## src/rtl/req_arbiter4_if.sv

```systemverilog
// Request/grant bundle between requesting units and req_arbiter4.
// The master side drives requests and release; the slave side (the arbiter) drives the grant.
interface req_arbiter4_if;
    logic [3:0] D;
    logic       done;
    logic [3:0] grant;
    logic       x;
    logic       y;
    logic       V;
    logic       timeout;

    modport master (
        output D,
        output done,
        input  grant,
        input  x,
        input  y,
        input  V,
        input  timeout
    );

    modport slave (
        input  D,
        input  done,
        output grant,
        output x,
        output y,
        output V,
        output timeout
    );
endinterface

```

## src/rtl/req_arbiter4.sv

```systemverilog
// Four-requester arbiter with grant holding, release handshake and hold-time limit.
// Optional round-robin search order is enabled by defining ARB_ROUND_ROBIN_EN.
module req_arbiter4 #(
    parameter int MAX_HOLD = 16,
    parameter int CNT_W    = 5
) (
    input  logic          clk,
    input  logic          reset_b,
    req_arbiter4_if.slave bus
);

    typedef enum logic {
        IDLE = 1'b0,
        BUSY = 1'b1
    } state_t;

    // CNT_W must be wide enough that MAX_HOLD-1 is representable.
    localparam logic [CNT_W-1:0] HOLD_LAST = CNT_W'(MAX_HOLD - 1);
    localparam logic [CNT_W-1:0] CNT_MAX   = {CNT_W{1'b1}};
    localparam logic [CNT_W-1:0] CNT_ONE   = {{(CNT_W-1){1'b0}}, 1'b1};

    state_t           state_q, state_n;
    logic [1:0]       owner_q, owner_n;
    logic [CNT_W-1:0] hold_cnt_q, hold_cnt_n;
    logic             timeout_q, timeout_n;

    logic [1:0]       winner;
    logic             owner_req;
    logic             limit_hit;
    logic             release_req;

    logic [3:0]       grant_c;
    logic [1:0]       idx_c;
    logic             valid_c;

    // Search downward starting just below 'last', wrapping, with 'last' itself checked last.
    function automatic logic [1:0] pick_winner(input logic [3:0] req, input logic [1:0] last);
        logic [1:0] idx;
        logic [1:0] win;
        logic       found;
        win   = 2'd0;
        found = 1'b0;
        for (int k = 1; k <= 4; k++) begin
            idx = last - 2'(k);
            if (!found && req[idx]) begin
                win   = idx;
                found = 1'b1;
            end
        end
        return win;
    endfunction

`ifdef ARB_ROUND_ROBIN_EN
    logic [1:0] last_owner_q;

    always_ff @(posedge clk or negedge reset_b) begin
        if (!reset_b) begin
            last_owner_q <= 2'd0;
        end else if (state_q == BUSY && release_req) begin
            last_owner_q <= owner_q;
        end
    end

    assign winner = pick_winner(bus.D, last_owner_q);
`else
    // Starting the search below index 0 yields the fixed order 3,2,1,0.
    assign winner = pick_winner(bus.D, 2'd0);
`endif

    assign owner_req   = bus.D[owner_q];
    assign limit_hit   = (MAX_HOLD != 0) && (hold_cnt_q == HOLD_LAST);
    assign release_req = bus.done || !owner_req || limit_hit;

    always_ff @(posedge clk or negedge reset_b) begin
        if (!reset_b) begin
            state_q    <= IDLE;
            owner_q    <= 2'd0;
            hold_cnt_q <= '0;
            timeout_q  <= 1'b0;
        end else begin
            state_q    <= state_n;
            owner_q    <= owner_n;
            hold_cnt_q <= hold_cnt_n;
            timeout_q  <= timeout_n;
        end
    end

    always_comb begin
        state_n    = state_q;
        owner_n    = owner_q;
        hold_cnt_n = hold_cnt_q;
        timeout_n  = 1'b0;
        case (state_q)
            IDLE: begin
                if (|bus.D) begin
                    state_n    = BUSY;
                    owner_n    = winner;
                    hold_cnt_n = '0;
                end
            end
            BUSY: begin
                if (release_req) begin
                    state_n   = IDLE;
                    owner_n   = 2'd0;
                    // Flag only a release forced purely by the hold limit.
                    timeout_n = limit_hit && !bus.done && owner_req;
                end else if (hold_cnt_q != CNT_MAX) begin
                    hold_cnt_n = hold_cnt_q + CNT_ONE;
                end
            end
        endcase
    end

    always_comb begin
        grant_c = 4'b0000;
        idx_c   = 2'b00;
        valid_c = 1'b0;
        if (state_q == BUSY) begin
            grant_c[owner_q] = 1'b1;
            idx_c            = owner_q;
            valid_c          = 1'b1;
        end
    end

    assign bus.grant   = grant_c;
    assign bus.x       = idx_c[1];
    assign bus.y       = idx_c[0];
    assign bus.V       = valid_c;
    assign bus.timeout = timeout_q;

endmodule

```

## src/flat_wrapper.sv

```systemverilog
// flat-port wrapper written by rule: the top's interface ports become plain ports
module req_arbiter4_flat 
#(
    parameter int MAX_HOLD = 16,
    parameter int CNT_W    = 5
)
  (clk, reset_b, bus_D, bus_done, bus_grant, bus_x, bus_y, bus_V, bus_timeout);
  req_arbiter4_if bus_i ();
  input  logic clk;
  input  logic reset_b;
  input wire logic [$bits(bus_i.D)-1:0] bus_D;
  input wire logic [$bits(bus_i.done)-1:0] bus_done;
  output wire logic [$bits(bus_i.grant)-1:0] bus_grant;
  output wire logic [$bits(bus_i.x)-1:0] bus_x;
  output wire logic [$bits(bus_i.y)-1:0] bus_y;
  output wire logic [$bits(bus_i.V)-1:0] bus_V;
  output wire logic [$bits(bus_i.timeout)-1:0] bus_timeout;
  assign bus_i.D = bus_D;
  assign bus_i.done = bus_done;
  assign bus_grant = bus_i.grant;
  assign bus_x = bus_i.x;
  assign bus_y = bus_i.y;
  assign bus_V = bus_i.V;
  assign bus_timeout = bus_i.timeout;
  req_arbiter4 #(.MAX_HOLD(MAX_HOLD), .CNT_W(CNT_W)) u_core (.clk(clk), .reset_b(reset_b), .bus(bus_i));
endmodule
```

## config.mk

```make
export PLATFORM = sky130hd
export DESIGN_NAME = req_arbiter4_flat
export DESIGN_NICKNAME = d
export VERILOG_FILES = /design/src/rtl/req_arbiter4_if.sv /design/src/rtl/req_arbiter4.sv /design/src/flat_wrapper.sv
export SDC_FILE = /design/constraint.sdc
export NUM_CORES = 1
export LEC_CHECK = 0
export CAP_MARGIN = 10
export CORE_UTILIZATION = 42
export DETAILED_ROUTE_END_ITERATION = 10
export PLACE_DENSITY = 0.78
export SLEW_MARGIN = 20
export SYNTH_ARGS = -nofsm -noshare
export SYNTH_HDL_FRONTEND = slang
export SYNTH_SLANG_ARGS = --single-unit
```

## constraint.sdc

```tcl
create_clock -name clk -period 2.15 [get_ports clk]
set_input_delay 0.215 -clock clk [delete_from_list [all_inputs] [get_ports clk]]
set_output_delay 0.215 -clock clk [all_outputs]
set_load 0.05 [all_outputs]
```

After elaboration in Yosys (flattened, before gate mapping)
Cells that the tools add are included.
Widths: inputs -> output; s select.
- input port bits: 7
- memories kept: 0
- bits in read-only memories: 0
- latch bits: 0
- flip-flop bits (word level): 9
- word-level logic and storage cells: 56
- RAM bits: 0
- output and inout port bits: 8
- shift-type cells: 0
- multipliers: 0
- equality and inequality tests: 6
- add/subtract/negate cells: 1
- reductions and logical operators: 16
- bitwise gates (word level): 1
- muxes and demuxes: 26
- $lt $le $gt $ge: 2
- divide/modulo/power cells: 0
- operators by type and width (cell ; count):
    $mux 5 ; 3
    $mux 2 ; 7
    $mux 1 ; 10
    $pmux 5 s2 ; 1
    $logic_and 1x1->1 ; 6
    $ne 2x2->1 const B ; 3
    $add 5x1->5 const B ; 1
    $eq 5x4->1 const B ; 1
    $logic_not 1->1 ; 5
    $ne 5x5->1 const B ; 1
    $mux 4 ; 1
    $pmux 2 s2 ; 1
    $reduce_or 4->1 ; 1
    $lt 2x3->1 const B ; 1
    $reduce_and 3->1 ; 1
    $bmux 1 s2 ; 1
    $demux 1 s2 ; 1
    $ge 2x1->1 const B ; 1
    $logic_or 1x1->1 ; 2
    $ne 2x1->1 const B ; 1
    $pmux 1 s2 ; 1
    $reduce_and 2->1 ; 1
    $not 1->1 ; 1

Depth between registers and ports, before layout
- depth in word-level cells: 12
- mapped depth: 6
- depth with buffers taken out: 6

Least setup slack after synthesis
Ideal clock, no wire load.
- kind: reg-to-output
- start: register u_core.state_q
- end: output port bus_grant[0]
- arrival: 2.335 ns
- slack: -0.400 ns
- data required time: 1.935 ns
- cell stages (with the launch flop): 4
- path buffers: 2
- cell sequence: dfrtp_1 > clkbuf_1 > clkbuf_1 > nor3b_1
- longest elaborated chain between the ends: 1
- ends and longest elaborated chain (element ; RTL line ; source):
    from (decl) ; req_arbiter4.sv:22 ; state_t state_q, state_n;
    from (signal assigned) ; req_arbiter4.sv:81 ; state_q <= state_n;
    $mux 4 ; req_arbiter4.sv:118 ; if (state_q == BUSY) begin
    to (decl) ; flat_wrapper.sv:13 ; output wire logic [$bits(bus_i.grant)-1:0] bus_grant;
Every way passes these cells.

Final worst setup path
- start: register u_core.hold_cnt_q[0]
- end: register u_core.hold_cnt_q[1]
- longest elaborated chain between the ends: 4
- elaborated cells between the ends (all ways): 10
- those cells by class: add/sub (1); eq/ne (4); mux (3); reduce/logical (2)
- ends and longest elaborated chain (element ; RTL line ; source):
    from (decl) ; req_arbiter4.sv:24 ; logic [CNT_W-1:0] hold_cnt_q, hold_cnt_n;
    from (signal assigned) ; req_arbiter4.sv:83 ; hold_cnt_q <= hold_cnt_n;
    $add 5x1->5 or $eq 5x4->1 (tied branches) ; req_arbiter4.sv:108, req_arbiter4.sv:71 ;
    $mux 5 or $logic_or 1x1->1 (tied branches) ; req_arbiter4.sv:107, req_arbiter4.sv:72 ;
    $mux 5 or $ne 2x2->1 (tied branches) ; - ;
    $pmux 5 s2 or $reduce_and 3->1 (tied branches) ; - ;
Several ways; a longest one is shown, not always the timed one. The select of a mux whose other input is x is not followed.
A chain may end at the register's enable or synchronous reset.

==> impl_metrics.json <==
{
  "outcome": "finished clean",
  "cts_buffer_depth": 2,
  "critPathSlowestCell": "dfrtp_1",
  "max_freq_mhz": 522,
  "die-area_mm2": 0.00164,
  "fin_area_um2": 800,
  "synthCells": 65,
  "routedWlPerCell_um": 13.6,
  "avgSynthCellArea_um2": 9.59,
  "detail-route-antenna-nets": 0,
  "multiInputGateArea_um2": 378,
  "synth_top_area_frac": 0.361,
  "cts_hold_buf": 0,
  "synth_top_area_cell": "dfrtp_1",
  "worst-path-max-fanout": 5,
  "dpl_cell_area_um2": 768,
  "cpPeakStageDelay_ns": 0.41,
  "grt_max_degree": 18,
  "power.density_mw_per_mm2": 1260,
  "startpoint_type": "register",
  "period_share": 0.891,
  "ys_warn_count": 0,
  "antennaDiodeCount": 0,
  "drt_wl_total_um": 1320,
  "final_nets": 93,
  "drcViolationCount": 0,
  "antenna_found_initial": 0,
  "tns_ns": 0,
  "register_area_um2": 225,
  "seq_area_frac_synth": 0.361,
  "synth_area_leaders": "dfrtp_1 36%, a221o_1 6.4%, ha_1 6.0%, a21oi_1 4.8%, and4b_2 3.6%",
  "grt_overflow": 0,
  "synth_edf_count": 0,
  "max-cap-violations": 0,
  "path_cells": "ha_1, and3_1, ha_1, nor3_2, buf_4, a21oi_1, a221o_1",
  "track_usage": 0.186,
  "critPathTopFamily": "simple AND/OR/NAND/NOR gates",
  "crit_type": "reg2reg",
  "crit_path_frequent_cell": "ha_1",
  "grt_pass1_wl_um": 1860,
  "final_cell_mix": "9 x dfrtp_1, 8 x clkdlybuf4s50_1, 8 x buf_4",
  "routed_via_density": 5.70,
  "htree_levels": 1,
  "finalHoldViolCount": 0,
  "worst_clock_skew_ns": 0.00433,
  "syn_to_final_growth_pct": 28.3,
  "start_util": 0.467,
  "synth_compound_gate_area_share": 0.149,
  "synth_seq_cells": 9,
  "grt_pass1_vias": 423,
  "clk_latency_ns": 0.26,
  "n_fill_cell": 116,
  "ios": 15,
  "yosys.area_share.simple": 0.329,
  "end_kind": "register",
  "hp-class": "in2async",
  "worstPathRequired_ns": 2.29,
  "vias": 553,
  "path_clk_slew_ns": 0.06,
  "cts_setup_buffers": 0,
  "synthMuxAreaShare": 0.0522,
  "drive_gt1_frac": 0.280,
  "synthXorXnorAreaFrac": 0,
  "syn_area_um2": 623,
  "synth_top_family_by_area": "simple AND/OR/NAND/NOR gates",
  "grt_setup_unrepaired": "false",
  "core-area_mm2": 0.00133,
  "path_buf_inv": 1,
  "tightest_slew_ns": 0.501,
  "ir_drop_v": 0.000718,
  "final_common_cell": "dfrtp_1",
  "maxSlewHeadroom": 0.665,
  "slew_violations": 0,
  "cts_tree": "built",
  "cts_resized": 0,
  "place.gp.congestion": 0.756,
  "synthAdderAreaFrac": 0.0602,
  "crit_arrival_ns": 2.05,
  "row_count": 13,
  "first_iter_violations": 24,
  "syn_nets": 75,
  "port_buffers": 14,
  "root_buffer": "clkbuf_4",
  "numCtsBuffers": 3,
  "clock_sinks": 9,
  "async_flop_share": 1.00,
  "ys_types": 31,
  "dieWidth_um": 40.5,
  "post-route-min-period_ns": 1.92,
  "setup_viol": 0,
  "power_leakage_nw": 0.394,
  "first_pass_iters": 4,
  "dp_hpwl_um": 1010,
  "die_height_um": 40.5,
  "synth_ff_type": "dfrtp_1"
}
worst paths after layout:
path,start,end,slack (ns),cells after the start
setup reg to reg,u_core.hold_cnt_q[0],u_core.hold_cnt_q[1],0.23,7
hold reg to reg,u_core.hold_cnt_q[0],u_core.hold_cnt_q[0],0.56,1
setup / recovery,u_core.hold_cnt_q[0],u_core.hold_cnt_q[1],0.23,7
min in group clk,u_core.hold_cnt_q[0],u_core.hold_cnt_q[0],0.56,1
max in group asynchronous,reset_b,u_core.hold_cnt_q[1],1.61,1
hold / removal,reset_b,u_core.hold_cnt_q[4],0.25,1
stage by stage:
stage	utilization	power [mW]	hold slack [ns]	worst slack [ns]	instances
final	0.599	1.01	0.249	0.235	97
after global routing	0.599	1.07	0.284	0.115	97
after CTS	0.596	1.01	0.258	0.131	97
after detailed placement	0.576	0.880	0.541	0.121	93
after global placement	0.576	0.873	0.536	0.152	93
after floorplan	-	0.731	-0.0806	0.0850	65
sequential cells by signal, indices dropped and copies added (netlist names):
name                count
u_core.bus.timeout      1
u_core.hold_cnt_q       5
u_core.owner_q          2
u_core.state_q          1
synthesized netlist by cell type (all sizes together) (2+ instances only):
cell type / instances
dfrtp: 9
a21oi: 6
and2: 5
nand2: 5
a221o: 4
nor2: 4
and3: 3
ha: 3
inv: 3
and4b: 2
clkbuf: 2
nand2b: 2
nor2b: 2
where the power goes:
part	total, mW	internal, mW	switching, mW
logic	0.598	0.233	0.365
clock network	0.127	0.0713	0.0554
registers	0.280	0.216	0.0637
routing by layer:
layer,GRT usage,share of wire,vias to the layer above
met5,0,0,-
met4,0.100,0.011,0
met3,0.100,0.052,4
met2,0.274,0.48,14
met1,0.213,0.45,262
li1,-,-,273
cells by family (layout without fill, tap and decap cells):
logic type               Yosys count  count (layout)
AND/OR/NAND/NOR                   32              32
AO/OA/AOI/OAI                     13              13
flip-flops                         9               9
buffers and inverters              6              23
adder cells (fa/ha/maj)            3               3
multiplexers                       2               2
final cells by class:
cell class | instances | area share
Tap cell | 15 | 0.0235
Clock buffer | 4 | 0.0329
Timing Repair Buffer | 16 | 0.175
Multi-Input combinational cell | 50 | 0.473
Sequential cell | 9 | 0.282
Inverter | 3 | 0.0141
Note: power is estimated with default switching activity, not from simulation.
